<file path="config.mk">
export PLATFORM = sky130hd
export DESIGN_NAME = clk_div_multi
export DESIGN_NICKNAME = d
export VERILOG_FILES = /design/src/rtl/clk_div_pkg.sv /design/src/rtl/clk_div_ch.sv /design/src/rtl/clk_div_multi.sv
export SDC_FILE = /design/constraint.sdc
export NUM_CORES = 2
export LEC_CHECK = 0
export ABC_AREA = 1
export BUFFER_PORTS_ARGS = -buffer_cell sky130_fd_sc_hd__clkbuf_2
export CAP_MARGIN = 15
export CORE_ASPECT_RATIO = 0.9
export CORE_UTILIZATION = 40
export DETAILED_ROUTE_END_ITERATION = 6
export MAX_ROUTING_LAYER = met4
export PLACE_DENSITY = 0.61
export SYNTH_ARGS = -nofsm -noshare
export SYNTH_HDL_FRONTEND = slang
export SYNTH_HIERARCHICAL = 1
export SYNTH_SLANG_ARGS = --single-unit
</file>
<file path="constraint.sdc">
create_clock -name clk_i -period 7.1 [get_ports clk_i]
set_input_delay 0.355 -clock clk_i [delete_from_list [all_inputs] [get_ports clk_i]]
set_output_delay 0.355 -clock clk_i [all_outputs]
set_load 0.05 [all_outputs]
</file>
<file path="src/rtl/clk_div_pkg.sv">
// clk_div_pkg: shared constants, types and helpers
// for the multi-channel clock divider.
package clk_div_pkg;

  localparam int unsigned DEF_RST_PERIOD = 5000000;
  localparam int unsigned DEF_RST_HIGH   = DEF_RST_PERIOD / 2;

  // What a channel does on the coming edge.
  typedef enum logic [1:0] {
    CH_OFF,
    CH_SYNC,
    CH_WRAP,
    CH_RUN
  } ch_mode_e;

  // Width of a channel index; never zero.
  function automatic int ch_idx_w(input int n);
    return (n > 1) ? $clog2(n) : 1;
  endfunction

  // A config is usable when P >= 2 and 1 <= H <= P-1.
  function automatic logic cfg_legal(
    input logic [63:0] p,
    input logic [63:0] h
  );
    return (p >= 64'd2) && (h >= 64'd1) && (h < p);
  endfunction

endpackage

</file>
<file path="src/rtl/clk_div_ch.sv">
// clk_div_ch: one divider channel with active and
// shadow period/high registers and a tick strobe.
module clk_div_ch
  import clk_div_pkg::*;
#(
  parameter int          CNT_W      = 32,
  parameter int unsigned RST_PERIOD = DEF_RST_PERIOD,
  parameter int unsigned RST_HIGH   = DEF_RST_HIGH
) (
  input  logic             clk_i,
  input  logic             rst_ni,
  input  logic             i_en,
  input  logic             i_sync,
  input  logic             i_wr,
  input  logic [CNT_W-1:0] i_period,
  input  logic [CNT_W-1:0] i_high,
  output logic             o_pend,
  output logic             o_clk,
  output logic             o_tick
);

  localparam logic [CNT_W-1:0] L_RP = CNT_W'(RST_PERIOD);
  localparam logic [CNT_W-1:0] L_RH = CNT_W'(RST_HIGH);
  localparam logic [CNT_W-1:0] L_ONE = CNT_W'(1);
  localparam logic [CNT_W-1:0] L_ZERO = '0;

  logic [CNT_W-1:0] r_cnt;
  logic [CNT_W-1:0] r_per;
  logic [CNT_W-1:0] r_high;
  logic [CNT_W-1:0] r_pper;
  logic [CNT_W-1:0] r_phigh;
  logic             r_pend;
  logic             r_clk;
  logic             r_tick;

  ch_mode_e         w_mode;
  logic             w_wrap;
  logic             w_apply;
  logic [CNT_W-1:0] w_per;
  logic [CNT_W-1:0] w_high;
  logic [CNT_W-1:0] w_cnt_n;
  logic             w_clk_n;
  logic             w_tick_n;

  // Classify the coming edge: off, sync, wrap or count.
  always_comb begin
    w_wrap = (r_cnt == (r_per - L_ONE));
    w_mode = CH_RUN;
    unique case (1'b1)
      !i_en:                       w_mode = CH_OFF;
      i_en && i_sync:              w_mode = CH_SYNC;
      i_en && !i_sync && w_wrap:   w_mode = CH_WRAP;
      i_en && !i_sync && !w_wrap:  w_mode = CH_RUN;
      default:                     w_mode = CH_RUN;
    endcase
  end

  // Shadow config only lands at a period boundary or while off,
  // so the output never sees a truncated period.
  always_comb begin
    w_apply  = r_pend && (w_mode != CH_RUN);
    w_per    = w_apply ? r_pper  : r_per;
    w_high   = w_apply ? r_phigh : r_high;
    w_cnt_n  = r_cnt;
    w_clk_n  = 1'b0;
    w_tick_n = 1'b0;
    unique case (w_mode)
      CH_OFF: begin
        w_cnt_n  = w_per - L_ONE;
        w_clk_n  = 1'b0;
        w_tick_n = 1'b0;
      end
      CH_SYNC: begin
        w_cnt_n  = L_ZERO;
        w_clk_n  = 1'b1;
        w_tick_n = 1'b1;
      end
      CH_WRAP: begin
        w_cnt_n  = L_ZERO;
        w_clk_n  = (L_ZERO < w_high);
        w_tick_n = 1'b1;
      end
      CH_RUN: begin
        w_cnt_n  = r_cnt + L_ONE;
        w_clk_n  = (w_cnt_n < w_high);
        w_tick_n = 1'b0;
      end
      default: begin
        w_cnt_n  = r_cnt;
        w_clk_n  = 1'b0;
        w_tick_n = 1'b0;
      end
    endcase
  end

  // Channel state; a write never meets a set pend flag.
  always_ff @(posedge clk_i) begin
    if (!rst_ni) begin
      r_cnt   <= L_RP - L_ONE;
      r_per   <= L_RP;
      r_high  <= L_RH;
      r_pper  <= L_RP;
      r_phigh <= L_RH;
      r_pend  <= 1'b0;
      r_clk   <= 1'b0;
      r_tick  <= 1'b0;
    end else begin
      r_cnt  <= w_cnt_n;
      r_per  <= w_per;
      r_high <= w_high;
      r_clk  <= w_clk_n;
      r_tick <= w_tick_n;
      if (i_wr) begin
        r_pper  <= i_period;
        r_phigh <= i_high;
        r_pend  <= 1'b1;
      end else if (w_apply) begin
        r_pend  <= 1'b0;
      end
    end
  end

  assign o_pend = r_pend;
  assign o_clk  = r_clk;
  assign o_tick = r_tick;

endmodule

</file>
<file path="src/rtl/clk_div_multi.sv">
// clk_div_multi: NUM_CH programmable clock/tick generators
// sharing one config port with a ready/valid handshake.
module clk_div_multi
  import clk_div_pkg::*;
#(
  parameter int          NUM_CH     = 4,
  parameter int          CNT_W      = 32,
  parameter int unsigned RST_PERIOD = DEF_RST_PERIOD,
  parameter int unsigned RST_HIGH   = RST_PERIOD / 2
) (
  input  logic                          clk_i,
  input  logic                          rst_ni,
  input  logic [NUM_CH-1:0]             en_i,
  input  logic                          sync_i,
  input  logic                          cfg_valid_i,
  output logic                          cfg_ready_o,
  input  logic [ch_idx_w(NUM_CH)-1:0]   cfg_ch_i,
  input  logic [CNT_W-1:0]              cfg_period_i,
  input  logic [CNT_W-1:0]              cfg_high_i,
  output logic                          cfg_err_o,
  output logic [NUM_CH-1:0]             clk_o,
  output logic [NUM_CH-1:0]             tick_o
);

  localparam int CH_W = ch_idx_w(NUM_CH);

  logic [NUM_CH-1:0] w_pend;
  logic [NUM_CH-1:0] w_wr;
  logic              w_pend_sel;
  logic              w_ch_ok;
  logic              w_xfer;
  logic              w_legal;
  logic              r_err;

  // Select the addressed channel's pend flag; an index past
  // the last channel is always ready so it can be rejected.
  always_comb begin
    w_pend_sel = 1'b0;
    w_ch_ok    = 1'b0;
    for (int i = 0; i < NUM_CH; i++) begin
      if (cfg_ch_i == CH_W'(i)) begin
        w_pend_sel = w_pend[i];
        w_ch_ok    = 1'b1;
      end
    end
  end

  assign cfg_ready_o = !w_pend_sel;
  assign w_xfer      = cfg_valid_i && cfg_ready_o;
  assign w_legal     = w_ch_ok &&
                       cfg_legal(64'(cfg_period_i),
                                 64'(cfg_high_i));

  genvar g;
  generate
    for (g = 0; g < NUM_CH; g++) begin : g_ch
      assign w_wr[g] = w_xfer && w_legal &&
                       (cfg_ch_i == CH_W'(g));

      clk_div_ch #(
        .CNT_W      (CNT_W),
        .RST_PERIOD (RST_PERIOD),
        .RST_HIGH   (RST_HIGH)
      ) u_ch (
        .clk_i    (clk_i),
        .rst_ni   (rst_ni),
        .i_en     (en_i[g]),
        .i_sync   (sync_i),
        .i_wr     (w_wr[g]),
        .i_period (cfg_period_i),
        .i_high   (cfg_high_i),
        .o_pend   (w_pend[g]),
        .o_clk    (clk_o[g]),
        .o_tick   (tick_o[g])
      );
    end
  endgenerate

  // Rejected transfers report one cycle after they are consumed.
  always_ff @(posedge clk_i) begin
    if (!rst_ni) begin
      r_err <= 1'b0;
    end else begin
      r_err <= w_xfer && !w_legal;
    end
  end

  assign cfg_err_o = r_err;

endmodule
</file>
# --- After elaboration in Yosys (flattened, before gate mapping) ---
# Index checks and enable logic that the tools add are counted.
word_totals:
  in_bits: 74
  wordCells: 169
  ff_bits: 653
classes:
  n_mux: 40
  reduce_logical: 50
  n_addsub: 12
  order_cmp: 11
  eq_ne: 23
op_table:
  columns: ["op", "count"]
  rows:
  - ["$pmux 32 s3", 4]
  - ["$mux 32", 8]
  - ["$sub 32x1->32 const B", 8]
  - ["$lt 32x32->1", 5]
  - ["$add 32x1->32 const B", 4]
  - ["$eq 32x32->1", 4]
  - ["$lt 1x32->1 const A", 4]
  - ["$ge 32x1->1 const B", 1]
  - ["$ge 32x2->1 const B", 1]
  - ["$logic_and 1x1->1", 26]
  - ["$pmux 2 s3", 4]
  - ["$eq 2x2->1 const B", 10]
  - ["$mux 1", 16]
  - ["$pmux 1 s4", 4]
  - ["$reduce_or 2->1", 8]
  - ["$eq 2x1->1 const B", 5]
  - ["$logic_not 2->1", 5]
  - ["$ne 2x2->1 const B", 4]
  - ["$pmux 1 s2", 4]
  - ["$reduce_bool 2->1", 4]
  - ["$logic_not 1->1", 7]

# --- Depth between registers and ports, before layout ---
depth:
  depth_word: 10
  depth_mapped: 37
  depth_no_buf: 34

# --- Cells and area by module ---
# Netlist, hierarchy kept.
modules_own_cells:
  columns: ["mod", "cells_per_inst", "n_inst", "area_each_um2", "seq_area_each_um2"]
  rows:
  - ["clk_div_ch", 1475, 4, 9703.1, 3263.1]
  - ["clk_div_multi", 213, 1, 1172.4, 20.0]

# --- Worst setup path after synthesis ---
# No wires, ideal clock.
synth_path:
  kind: "register -> register"
  start: "register g_ch[0].u_ch.r_per[0]"
  end: "register g_ch[0].u_ch.r_clk"
  slack_ns: 3.309
  setup_time_ns: 0.070
  path_buffers: 3
  required_time_ns: 7.030
  arrival_ns: 3.721
  path_stages_with_launch: 31
  cell_sequence: "dfxtp_1 inv_1 ha_1 nand2_1 nor2_2 nand2_1 nor2_1 nand2_1 xor2_1 nand2_1 nor2_1 nand3_1 nor2_1 nor2_1 ha_1 inv_2 nand2_4 buf_12 buf_6 buf_6 o21ai_0 ha_1 a21oi_1 nor2_1 a211oi_1 nand2_1 nand2_1 nand2_1 nand2_1 nand2_1 a21oi_1"
synth_via:
  elab_chain_len: 9
  elab_cells_between_ends: 14
  classes_between: "1 x add/sub; 2 x order compare; 5 x eq/ne; 3 x mux; 3 x reduce/logical"
synth_rtl:
  columns: ["item", "line_no", "source"]
  rows:
  - ["from (decl)", "clk_div_ch.sv:28", "logic [CNT_W-1:0] r_per;"]
  - ["from (signal assigned)", "clk_div_ch.sv:109", "r_per <= w_per;"]
  - ["$sub 32x1->32 (*)", "clk_div_ch.sv:47", "w_wrap = (r_cnt == (r_per - L_ONE));"]
  - ["$eq 32x32->1 (*)", "clk_div_ch.sv:47", null]
  - ["$logic_and 1x1->1 (*)", "clk_div_ch.sv:52", "i_en && !i_sync && w_wrap: w_mode = CH_WRAP;"]
  - ["$pmux 2 s3 (*)", "clk_div_ch.sv:49", "unique case (1'b1)"]
  - ["$ne 2x2->1", "clk_div_ch.sv:61", "w_apply = r_pend && (w_mode != CH_RUN);"]
  - ["$logic_and 1x1->1", "clk_div_ch.sv:61", null]
  - ["$mux 32", "clk_div_ch.sv:63", "w_high = w_apply ? r_phigh : r_high;"]
  - ["$lt 32x32->1 / $lt 1x32->1 (equally long branches)", "clk_div_ch.sv:85, clk_div_ch.sv:80", null]
  - ["$pmux 1 s4 (*)", "clk_div_ch.sv:67", "unique case (w_mode)"]
  - ["to (signal assigned)", "clk_div_ch.sv:111", "r_clk <= w_clk_n;"]
  - ["to (decl)", "clk_div_ch.sv:33", "logic r_clk;"]
# Every way passes the cells marked *; elsewhere a longest branch is shown, timed or not.
# A chain may end at the register's enable or synchronous reset.

# --- Worst setup path after layout ---
layout_path:
  start: "register g_ch[3].u_ch.r_per[0]"
  end: "register g_ch[3].u_ch.r_cnt[20]"
layout_via:
  elab_chain_len: 9
  elab_cells_between_ends: 14
  classes_between: "2 x add/sub; 5 x eq/ne; 3 x mux; 4 x reduce/logical"
layout_rtl:
  columns: ["item", "line_no", "source"]
  rows:
  - ["from (decl)", "clk_div_ch.sv:28", null]
  - ["from (signal assigned)", "clk_div_ch.sv:109", null]
  - ["$sub 32x1->32", "clk_div_ch.sv:47", null]
  - ["$eq 32x32->1", "clk_div_ch.sv:47", null]
  - ["$logic_and 1x1->1", "clk_div_ch.sv:52", null]
  - ["$pmux 2 s3", "clk_div_ch.sv:49", null]
  - ["$ne 2x2->1", "clk_div_ch.sv:61", null]
  - ["$logic_and 1x1->1", "clk_div_ch.sv:61", null]
  - ["$mux 32", "clk_div_ch.sv:62", "w_per = w_apply ? r_pper : r_per;"]
  - ["$sub 32x1->32", "clk_div_ch.sv:69", "w_cnt_n = w_per - L_ONE;"]
  - ["$pmux 32 s3 (*)", "clk_div_ch.sv:67", null]
  - ["to (signal assigned)", "clk_div_ch.sv:99", "r_cnt <= L_RP - L_ONE;"]
  - ["to (signal assigned)", "clk_div_ch.sv:108", "r_cnt <= w_cnt_n;"]
  - ["to (decl)", "clk_div_ch.sv:27", "logic [CNT_W-1:0] r_cnt;"]
# Marked as above.

==> metrics.cfg <==
[outcome]
status=complete, no violations

[yosys]
postSynthAreaPerCell_um2=6.54
postSynthRegisterBits=653
synth_edf_count=0
yosysSeqAreaShare_pct=32.7
count_of_different_cell_masters_after_synthesis=42
syn-cell-area_um2=40000
synth_async_sr_flop_share_pct=0
syn_nets=6366
synthesis.instances=6113
ys.warnings.count=6
synthFlopType=sky130_fd_sc_hd__dfxtp_1

[detailed_routing]
detail_route.wl_per_cell_um=20.1
post-route-drc-count=0
avgViaCountPerCell=5.24
drt_first_pass_iters=5
postRouteWirelength_um=151000
vias=39300
initialDrtViolationCount=3829
antenna_left=0

[placement]
port_buffers=83
gp_congestion=1.01
detailedPlace.worstSlack_ns=1.80
placed_cell_area_um2=41200
dpl.hpwl_um=114000

[power]
peakVddDrop_mv=0.185
switching_power_mw=2.70
power.leakage_nw=20.6
p_int_mw=6.83
clkPwrFrac_pct=46.3
swShare_pct=28.3
comb_power_share_pct=12.6
pwr-share-seq_pct=41.1
power_per_cell_area_nw_per_um2=216

[worst_hold_path]
worstHoldPathCells=3
min_path_type=in -> reg
holdPathEnd=g_ch[3].u_ch/o_clk
holdCritStartpoint=en_i[3]

[setup_path]
critPathKind=reg -> reg
worst-path-max-fanout=86
number_of_cells_traversed_by_the_worst_register_to_register_path=29
cpMaxStageDelayCell=sky130_fd_sc_hd__nand2_4
r2r_setup_slack_ns=1.68
critPathLaunchType=flop
cp_slowest_stage_delay_ns=0.53
crit_path_end_kind=flop
critical_path.most_common_cell=sky130_fd_sc_hd__nor2_1
worstPathRequired_ns=7.61
r2r-start=g_ch[3].u_ch/r_per[0]
critical_path_arrival_ns=5.93
crit-reg2reg-capture=g_ch[3].u_ch/r_cnt[20]

[floorplan]
die-height_um=302
die-area_um2=101000
initial_utilization_pct=40.6
placementRows=109
ioPinCount=84
placeableCoreArea_um2=98600
die_w_um=335

[timing]
slew_headroom_pct=22.8
timing.final.hold_violations=0
clock_skew_ns=0.0295
setup-violations-final=0
worst_margin_pin_slew_ns=1.16
portion_of_the_clock_cycle_consumed_by_the_worst_path_in_the_final_layout_pct=76.3
maxClockFrequency_ghz=0.185
setup_tns_ns=0
fin_ws_ns=1.68
timing.final.crit_period_ns=5.42
final-max-slew-violation-count=0
rsz_0062_raised_after_global_routing=no

[grt]
global_route.usage.total_pct=30.2
antenna_violations_before_repair=9
number_of_global_route_vias_before_repair=36300
largest_net_degree_at_the_start_of_global_routing=195
gr_overflow_total=0
first_pass_grt_wire_length_um=226000

[clock_tree]
cts_resized=0
cts_inserted_buffers=77
ctsLongestPathBuffers=3
cts_tree=done
clk-insertion-delay-late_ns=0.66
cts.htree.levels=3
cts-root-buf=sky130_fd_sc_hd__clkbuf_16
numClockSinks=653
cts.clk_slew.worst_paths_ns=0.06

[job]
timing.max_cap.violations=0

[cells_and_area]
area.growth.synth_to_final_pct=10.3
post_route_cells_drive_above_1_share_pct=8.23
multi_input_comb_area_um2=23500
seq_cell_area_um2=13100
num-fill-cells=10400
final_nets=6365
fin_area_um2=44100

[area by class of cell]
type,count,share of cell area [%]
diodes,3,0.0170
well taps,1332,3.78
inverters,610,5.19
repair buffers,120,1.64
multi-input cells,4650,53.3
clock inverters,36,1.38
flip-flops and latches,653,29.7
clock buffers,103,5.03
[synth_stat cells, types with 8 or more instances]
cell / n / share of area, %
sky130_fd_sc_hd__o21ai_2: 84 / 1.8
sky130_fd_sc_hd__nand2_2: 17 / 0.27
sky130_fd_sc_hd__o21ai_1: 80 / 1.0
sky130_fd_sc_hd__nor2_1: 1159 / 11
sky130_fd_sc_hd__nand3_1: 287 / 3.6
sky130_fd_sc_hd__a21oi_1: 225 / 2.8
sky130_fd_sc_hd__inv_1: 596 / 5.6
sky130_fd_sc_hd__nand2_1: 1537 / 14
sky130_fd_sc_hd__o21ai_0: 375 / 4.7
sky130_fd_sc_hd__xor2_1: 212 / 4.6
sky130_fd_sc_hd__nor3b_1: 16 / 0.30
sky130_fd_sc_hd__a211oi_1: 12 / 0.23
sky130_fd_sc_hd__o211ai_1: 16 / 0.30
sky130_fd_sc_hd__nand4_1: 78 / 1.2
sky130_fd_sc_hd__buf_6: 32 / 0.90
sky130_fd_sc_hd__nor3_2: 8 / 0.20
sky130_fd_sc_hd__buf_1: 16 / 0.15
sky130_fd_sc_hd__nor2_2: 46 / 0.72
sky130_fd_sc_hd__buf_12: 8 / 0.40
sky130_fd_sc_hd__o21ai_4: 8 / 0.33
sky130_fd_sc_hd__or2_1: 12 / 0.19
sky130_fd_sc_hd__ha_1: 179 / 5.6
sky130_fd_sc_hd__or2_0: 20 / 0.31
sky130_fd_sc_hd__inv_2: 14 / 0.13
sky130_fd_sc_hd__dfxtp_1: 653 / 33
sky130_fd_sc_hd__nor4_1: 25 / 0.39
sky130_fd_sc_hd__nand3b_1: 16 / 0.30
sky130_fd_sc_hd__xnor2_1: 68 / 1.5
sky130_fd_sc_hd__or2_2: 52 / 0.81
sky130_fd_sc_hd__nor3_1: 76 / 0.95
sky130_fd_sc_hd__clkbuf_1: 140 / 1.3
sky130_fd_sc_hd__o21bai_1: 9 / 0.17
[logic make-up after synthesis]
group                      count (synthesis)  synth area share, %
AOI/OAI and AO/OA                        815                 11.5
xor gates and xnor gates                 284                 6.36
adders and majority gates                179                 5.60
buffers and inverters                    810                 8.64
DFF                                      653                 32.7
and+or+nand+nor                         3372                 35.2
[critical path, delay by kind of cell (launching register included)]
kind	cells	cell delay, ns
adder cells (fa/ha/maj)	3	0.71
AND/OR/NAND/NOR	19	3.38
AO/OA/AOI/OAI	3	0.40
flip-flops	1	0.33
buffers and inverters	4	0.44
[repair_timing]
action                                 in CTS  in global routing
setup buffers                               0                  0
endpoints found under the hold margin       3                  0
hold buffers                                3                  0
[metrics by stage]
| step | hold WS, ns | std cells | util (%) | total power [mW] |
|---|---|---|---|---|
| final | 0.0858 | 7507 | 44.7 | 9.53 |
| after global routing | 0.0632 | 7507 | 44.7 | 9.88 |
| after CTS | 0.0379 | 7504 | 44.7 | 9.58 |
| after detailed placement | 0.438 | 7362 | 41.8 | 5.17 |
| after global placement | 0.435 | 7362 | 41.8 | 5.16 |
| after floorplan | 0.421 | 6113 | - | 4.73 |
[layer usage]
layer	vias up	part of all wire, %	track usage [%]
li1	19400	-	-
met1	18200	46	41.3
met2	1430	42	45.0
met3	267	7.9	5.28
met4	0	3.6	9.76
met5	-	0	-
[worst max-delay path by stage]
stage                          startpoint                endpoint  slack (ns)  depth (start not counted)
floorplan           g_ch[0].u_ch/r_per[0]      g_ch[0].u_ch/o_clk        3.31                         30
global placement    g_ch[3].u_ch/r_per[0]  g_ch[3].u_ch/r_cnt[12]        1.91                         27
finish              g_ch[3].u_ch/r_per[0]  g_ch[3].u_ch/r_cnt[20]        1.68                         29
detailed placement  g_ch[3].u_ch/r_per[0]  g_ch[3].u_ch/r_cnt[20]        1.80                         29
CTS                 g_ch[3].u_ch/r_per[0]  g_ch[3].u_ch/r_cnt[20]        1.78                         29
global route        g_ch[3].u_ch/r_per[0]  g_ch[3].u_ch/r_cnt[20]        1.28                         29
[cells in the final DEF, fill, tap and decap left out, types with 5 or more instances in the layout]
cell,n
sky130_fd_sc_hd__inv_1,592
sky130_fd_sc_hd__nor2_4,9
sky130_fd_sc_hd__xnor2_1,68
sky130_fd_sc_hd__nand3b_1,16
sky130_fd_sc_hd__o21ai_2,84
sky130_fd_sc_hd__nor3b_1,16
sky130_fd_sc_hd__clkinv_2,8
sky130_fd_sc_hd__nor2_2,51
sky130_fd_sc_hd__a21o_1,5
sky130_fd_sc_hd__bufinv_16,13
sky130_fd_sc_hd__nor3_1,76
sky130_fd_sc_hd__nand2_2,17
sky130_fd_sc_hd__clkbuf_8,15
sky130_fd_sc_hd__a211oi_1,12
sky130_fd_sc_hd__nor2_1,1150
sky130_fd_sc_hd__inv_2,18
sky130_fd_sc_hd__or2_0,20
sky130_fd_sc_hd__dfxtp_1,653
sky130_fd_sc_hd__clkinvlp_4,7
sky130_fd_sc_hd__nand4_1,78
sky130_fd_sc_hd__o21bai_1,9
sky130_fd_sc_hd__buf_4,33
sky130_fd_sc_hd__nor3_2,8
sky130_fd_sc_hd__clkbuf_1,9
sky130_fd_sc_hd__nand2_1,1537
sky130_fd_sc_hd__clkbuf_16,79
sky130_fd_sc_hd__o211ai_1,16
sky130_fd_sc_hd__or2_1,12
sky130_fd_sc_hd__nand3_1,287
sky130_fd_sc_hd__nor4_1,25
sky130_fd_sc_hd__a21oi_1,225
sky130_fd_sc_hd__clkbuf_2,82
sky130_fd_sc_hd__xor2_1,212
sky130_fd_sc_hd__ha_1,179
sky130_fd_sc_hd__o21ai_1,80
sky130_fd_sc_hd__o21ai_0,375
sky130_fd_sc_hd__or2_2,52
sky130_fd_sc_hd__o21ai_4,8
[power by group through the flow]
stage | sequential (mW) | clock [mW] | combinational, mW
3_3_place_gp | 3.99 | 0 | 1.16
2_1_floorplan | 3.95 | 0 | 0.773
3_5_place_dp | 3.99 | 0 | 1.17
6_report | 3.92 | 4.41 | 1.20
5_1_grt | 3.93 | 4.62 | 1.32
4_1_cts | 3.91 | 4.48 | 1.18
[sequential cells by signal, summed over array words and instances (netlist names)]
name,flops
g_ch.u_ch/r_cnt,128
g_ch.u_ch/r_high,128
g_ch.u_ch/o_tick,4
g_ch.u_ch/r_pper,128
cfg_err_o,1
g_ch.u_ch/r_phigh,128
g_ch.u_ch/o_pend,4
g_ch.u_ch/o_clk,4
g_ch.u_ch/r_per,128
No activity file was read; power rests on OpenSTA's default activity.
